===== src/rtl/serial_deserializer.sv =====
// serial_deserializer
//   Serial-in, parallel-out receiver. Rebuilds SIZE-bit words sent MSB-first,
//   one bit per shEN strobe, and hands completed words to a consumer through
//   a holding register with a valid/ready handshake. A sticky overrun flag
//   records any completed word dropped because the previous one was not taken.
//
// Ports
//   clk          rising-edge clock
//   rst          synchronous active-high reset, highest priority
//   serialIN     serial data bit, MSB of each word first
//   shEN         bit strobe; serialIN is sampled on edges where shEN=1
//   clr          synchronous frame abort; drops the partial word, clears overrun
//   outReady     consumer accepts the held word
//   parallelOUT  last completed word
//   outValid     parallelOUT holds an unconsumed word
//   busy         a partial word is in progress
//   overrun      sticky: a completed word was dropped
module serial_deserializer #(
    parameter int SIZE = 9,
    parameter int CNTW = 4
) (
    input  logic            clk,
    input  logic            rst,
    input  logic            serialIN,
    input  logic            shEN,
    input  logic            clr,
    input  logic            outReady,
    output logic [SIZE-1:0] parallelOUT,
    output logic            outValid,
    output logic            busy,
    output logic            overrun
);

    typedef enum logic {
        IDLE = 1'b0,
        RECV = 1'b1
    } state_t;

    localparam logic [CNTW-1:0] LAST_BIT = CNTW'(SIZE - 1);

    state_t          state;
    logic [SIZE-1:0] sr;
    logic [CNTW-1:0] cnt;
    logic [SIZE-1:0] next_word;

    // Word as it stands after this edge's sample; on the last bit this is
    // the completed word.
    assign next_word = {sr[SIZE-2:0], serialIN};

    // busy is a decode of the registered state bit, so it is glitch-free and
    // changes only on a clock edge.
    assign busy = (state == RECV);

    always_ff @(posedge clk) begin
        if (rst) begin
            state       <= IDLE;
            sr          <= '0;
            cnt         <= '0;
            parallelOUT <= '0;
            outValid    <= 1'b0;
            overrun     <= 1'b0;
        end else begin
            // NOTE: non-blocking assignments let a later assignment in this
            // block override an earlier one for the same edge; the consume
            // below is the default and a same-edge completion re-asserts it.
            if (outValid && outReady) begin
                outValid <= 1'b0;
            end

            if (clr) begin
                // Abort wins over a same-edge strobe; the sampled bit is lost.
                state   <= IDLE;
                sr      <= '0;
                cnt     <= '0;
                overrun <= 1'b0;
            end else if (shEN) begin
                sr <= next_word;
                if (cnt == LAST_BIT) begin
                    cnt   <= '0;
                    state <= IDLE;
                    if (!outValid || outReady) begin
                        parallelOUT <= next_word;
                        outValid    <= 1'b1;
                    end else begin
                        // Holding register still owned by the consumer.
                        overrun <= 1'b1;
                    end
                end else begin
                    cnt   <= cnt + 1'b1;
                    state <= RECV;
                end
            end
        end
    end

endmodule


===== config.mk =====
export PLATFORM = sky130hd
export DESIGN_NAME = serial_deserializer
export DESIGN_NICKNAME = d
export VERILOG_FILES = /design/src/rtl/serial_deserializer.sv
export SDC_FILE = /design/constraint.sdc
export NUM_CORES = 1
export LEC_CHECK = 0
export ABC_CLOCK_PERIOD_IN_PS = 1900
export BUFFER_PORTS_ARGS = -buffer_cell sky130_fd_sc_hd__buf_4
export CORE_MARGIN = 1
export CORE_UTILIZATION = 34
export DETAILED_ROUTE_END_ITERATION = 8
export MAX_ROUTING_LAYER = met4
export PLACE_DENSITY = 0.57
export SLEW_MARGIN = 20
export SYNTH_ARGS = -nofsm -noshare
export SYNTH_HDL_FRONTEND = slang
export SYNTH_SLANG_ARGS = --single-unit

===== constraint.sdc =====
create_clock -name clk -period 1.9 [get_ports clk]
set_input_delay 0.285 -clock clk [delete_from_list [all_inputs] [get_ports clk]]
set_output_delay 0.285 -clock clk [all_outputs]
set_load 0.005 [all_outputs]

After elaboration in Yosys (flattened, before gate mapping)
Cells that the tools add are included.
Widths: inputs -> output; s select.
- add/subtract/negate cells: 1
- equal/unequal tests: 1
- mux-type cells: 7
- bitwise operators: 2
- reductions and logical operators: 6
- operators by type and width (cell ; count):
    $mux 1 ; 6
    $add 4x1->4 const B ; 1
    $eq 4x4->1 const B ; 1
    $mux 4 ; 1
    $reduce_and 4->1 ; 1
    $reduce_and 3->1 ; 1
    $not 1->1 ; 2
    $reduce_or 2->1 ; 1
    $logic_and 1x1->1 ; 1
    $logic_not 1->1 ; 1
    $logic_or 1x1->1 ; 1
- register bits: 24
- input bits: 6
- output and inout port bits: 12
- logic and storage cells: 23

Depth between registers and ports, before layout
- depth after elaboration: 6
- depth in mapped cells: 6

Least setup slack after synthesis
OpenSTA, ideal clock, no wires.
- path type: reg2reg
- from: register cnt[0]
- to: register parallelOUT[0]
- library setup time: 0.072 ns
- arrival: 1.181 ns
- slack: 0.647 ns
- cell stages (with the launch flop): 7
- path buffers: 1
- path through: dfxtp_1 > inv_1 > ha_1 > nand4b_4 > nor3_2 > buf_6 > mux2i_1
- cells in the longest elaborated chain, start to end: 2
- RTL lines (what ; line ; text):
    start, declared ; 43 ; logic [CNTW-1:0] cnt;
    start signal, assigned ; 89 ; cnt <= cnt + 1'b1;
    $eq 4x4->1 ; 78 ; if (cnt == LAST_BIT) begin
    $reduce_and 4->1 (no line) ; - ;
    end signal, assigned ; 82 ; parallelOUT <= next_word;
    end, declared ; 28 ; output logic [SIZE-1:0] parallelOUT,
No other way between the ends.
A chain may end at the register's enable or synchronous reset.

Final worst setup path
- from: register cnt[0]
- to: register parallelOUT[6]
Same word-level chain as after synthesis.

==> flow_metrics.py <==
metrics = {
    "worst_setup_path": {
        "crit_arrival_ns": 1.65,
        "required_ns": 2.14,
        "cpPeakStageDelay_ns": 0.37,
        "cp_slowest_cell": "dfxtp_1",
        "crit_buf_inv": 2,
        "cp-end-kind": "flip-flop",
        "path_delay_family": "flip-flops",
        "cp_max_fo": 9,
        "path_class": "reg2reg",
        "cp-start-kind": "flip-flop",
        "path_cells": "inv_1, ha_1, nand4b_4, nor3_2, buf_4, mux2i_1",
    },
    "synthesis": {
        "synth.avg_cell_area_sq_um": 10.24,
        "ys_warn_count": 0,
        "synth.most_common_cell": "dfxtp_1",
        "ys_top_cells_by_count": "24 x dfxtp_1, 18 x mux2i_1, 18 x nand2b_1",
        "synth_cells": 99,
        "synth_fp_nets": 107,
        "synthArstFlopShare_pct": 0,
        "ys_types": 19,
        "yosysTopAreaCell": "dfxtp_1",
        "syn-cell-area_sq_um": 1013,
        "ys_ff_latch": 24,
        "synth_edf_count": 0,
        "synth.area.top_cells": "dfxtp_1 47%, mux2i_1 18%, nand2b_1 11%",
        "ys_seq_area_share_pct": 47.41,
        "yosysTopAreaCellShare_pct": 47.41,
        "ys.flop_type": "dfxtp_1",
    },
    "die": {
        "pin_count": 18,
        "die_area_sq_um": 3203,
        "start_util_pct": 36.44,
        "core_sq_um": 2781,
        "num_rows": 19,
        "die_w_microns": 56.60,
        "fp.dieH_microns": 56.60,
    },
    "timing": {
        "worstMarginPinSlew_ns": 0.2253,
        "period_minus_slack_ns": 1.408,
        "fin_worst_skew_ns": 0.009079,
        "rsz0062_at_grt": "no",
        "finalCritPeriodShare_pct": 74.10,
        "finalHoldViolCount": 0,
        "setup_viol": 0,
        "fmax_mhz": 710.3,
        "setup-tns-final_ns": 0,
        "timing.hold.ws_ns": 0.2227,
        "slew_headroom_pct": 84.98,
        "setup_ws_ns": 0.4921,
        "drv_slew": 0,
    },
    "global_route": {
        "grt-ovfl-total": 0,
        "use_met2_pct": 16.97,
        "grt.met1_usage_pct": 14.92,
        "antenna_found_initial": 0,
        "grt-busiest-layer": "met2",
        "grt.total_usage_pct": 11.53,
        "grt_max_degree": 22,
        "grt_pass1_vias": 633,
        "grt_use_met3_pct": 2.765,
        "grt_pass1_wl_mm": 2.787,
    },
    "clocking": {
        "htree_levels": 1,
        "ctsResizeCount": 0,
        "postCtsSetupBuffers": 0,
        "numCtsBuffers": 3,
        "clk_pin_slew_ns": 0.13,
        "cts_sinks": 24,
        "cts_hold_buf": 0,
        "insertion_delay_ns": 0.31,
        "cts_tree": "built",
        "clock_path_buffers": 2,
        "clockRootBuffer": "clkbuf_4",
    },
    "power": {
        "power_frac_seq_pct": 61.9,
        "p_leak_uw": 0.0004623,
        "swShare_pct": 21.37,
        "internal-power_uw": 647.3,
        "clkPwrFrac_pct": 32.5,
        "p_switching_uw": 175.9,
        "p_per_area_nw_per_um2": 694.0,
        "combPwrFrac_pct": 5.6,
        "ir_drop_mv": 0.4483,
    },
    "outcome": {
        "status": "finished, final reports clean",
    },
    "layout": {
        "drive_gt1_share_pct": 22.61,
        "antennaDiodeCount": 0,
        "area_growth_pct": 17.04,
        "final_util_pct": 42.65,
        "fin_nets": 124,
        "fin_area_sq_um": 1186,
    },
    "placement": {
        "post-place-ws_ns": 0.5085,
        "dpl_cell_area_sq_um": 1150,
        "io_buffers": 17,
        "gp_congestion": 0.7111,
        "dp_hpwl_mm": 1.110,
    },
    "routing": {
        "firstDrtPassIters": 4,
        "routed_wl_mm": 1.561,
        "ant_nets": 0,
        "routedWlPerCell_microns": 10.69,
        "drtIter0Drc": 5,
        "dr_total_vias": 651,
        "viasPerCell": 4.459,
        "drc": 0,
    },
    "run": {
        "maxCapViolCount": 0,
    },
    "min_path": {
        "hold_path_class": "in2reg",
    },
}
-- sequential cells by signal, indices dropped and copies added, names as in the netlist --
register,flops
overrun,1
cnt,4
sr,8
busy,1
outValid,1
parallelOUT,9
-- final timing paths --
path,startpoint,endpoint,slack [ns],cells past startpoint
worst min-delay path,serialIN,sr[0],0.22,3
worst max-delay path,cnt[0],parallelOUT[6],0.49,6
worst min register to register,parallelOUT[1],parallelOUT[1],0.48,2
worst max register to register,cnt[0],parallelOUT[6],0.49,6
-- through the flow --
stage               power [uW]  std cells
floorplan                555.1         99
global placement         567.3        142
detailed placement       567.9        142
CTS                      840.2        146
global route             862.0        146
finish                   823.2        146
-- logic make-up after synthesis --
family / count (synthesis) / synth area share, %
muxes: 18 / 17.78
DFF: 24 / 47.41
xor gates and xnor gates: 3 / 2.593
AOI/OAI and AO/OA: 2 / 1.729
adders and majority gates: 2 / 2.469
and+or+nand+nor: 42 / 23.58
buffers and inverters: 8 / 4.444
-- layer usage --
layer | vias to the layer above | share of wire (%)
li1 | 350 | -
met5 | - | 0
met4 | 0 | 1.6
met2 | 11 | 44
met1 | 286 | 51
met3 | 4 | 3.1
-- layout by cell type (no fill, tap or decap) --
master,count
dfxtp_1,24
nand2b_1,18
mux2i_1,18
buf_4,18
nor2_1,16
clkbuf_4,3
inv_1,2
nor2b_1,2
nand2_1,2
xor2_1,2
ha_1,2
nand4b_4,1
nor3_2,1
or2_2,1
o21ba_2,1
o21a_1,1
nand4_1,1
xnor2_1,1
clkbuf_8,1
-- layout make-up --
| type | instances | area [sq um] |
|---|---|---|
| Clock buffer | 4 | 36.28 |
| Fill cell | 294 | 1595 |
| Inverter | 2 | 7.507 |
| Multi-Input combinational cell | 67 | 488.0 |
| Sequential cell | 24 | 480.5 |
| Tap cell | 31 | 38.79 |
| Timing Repair Buffer | 18 | 135.1 |
-- worst reg2reg max path: cells and delay by family, from the launching register on --
kind / cells / cell delay [ns]
buf+inv: 2 / 0.29
flops: 1 / 0.37
simple gates: 2 / 0.30
mux: 1 / 0.20
fa+ha+maj: 1 / 0.18
-- power groups by stage --
stage	registers [uW]	clock network, uW	logic [uW]
2_1_floorplan	520	0	34.9
3_3_place_gp	520	0	46.8
3_5_place_dp	521	0	47.0
4_1_cts	510	283	46.9
5_1_grt	511	300	51.5
6_report	510	267	46.2
(Power assumes the default switching activity.)
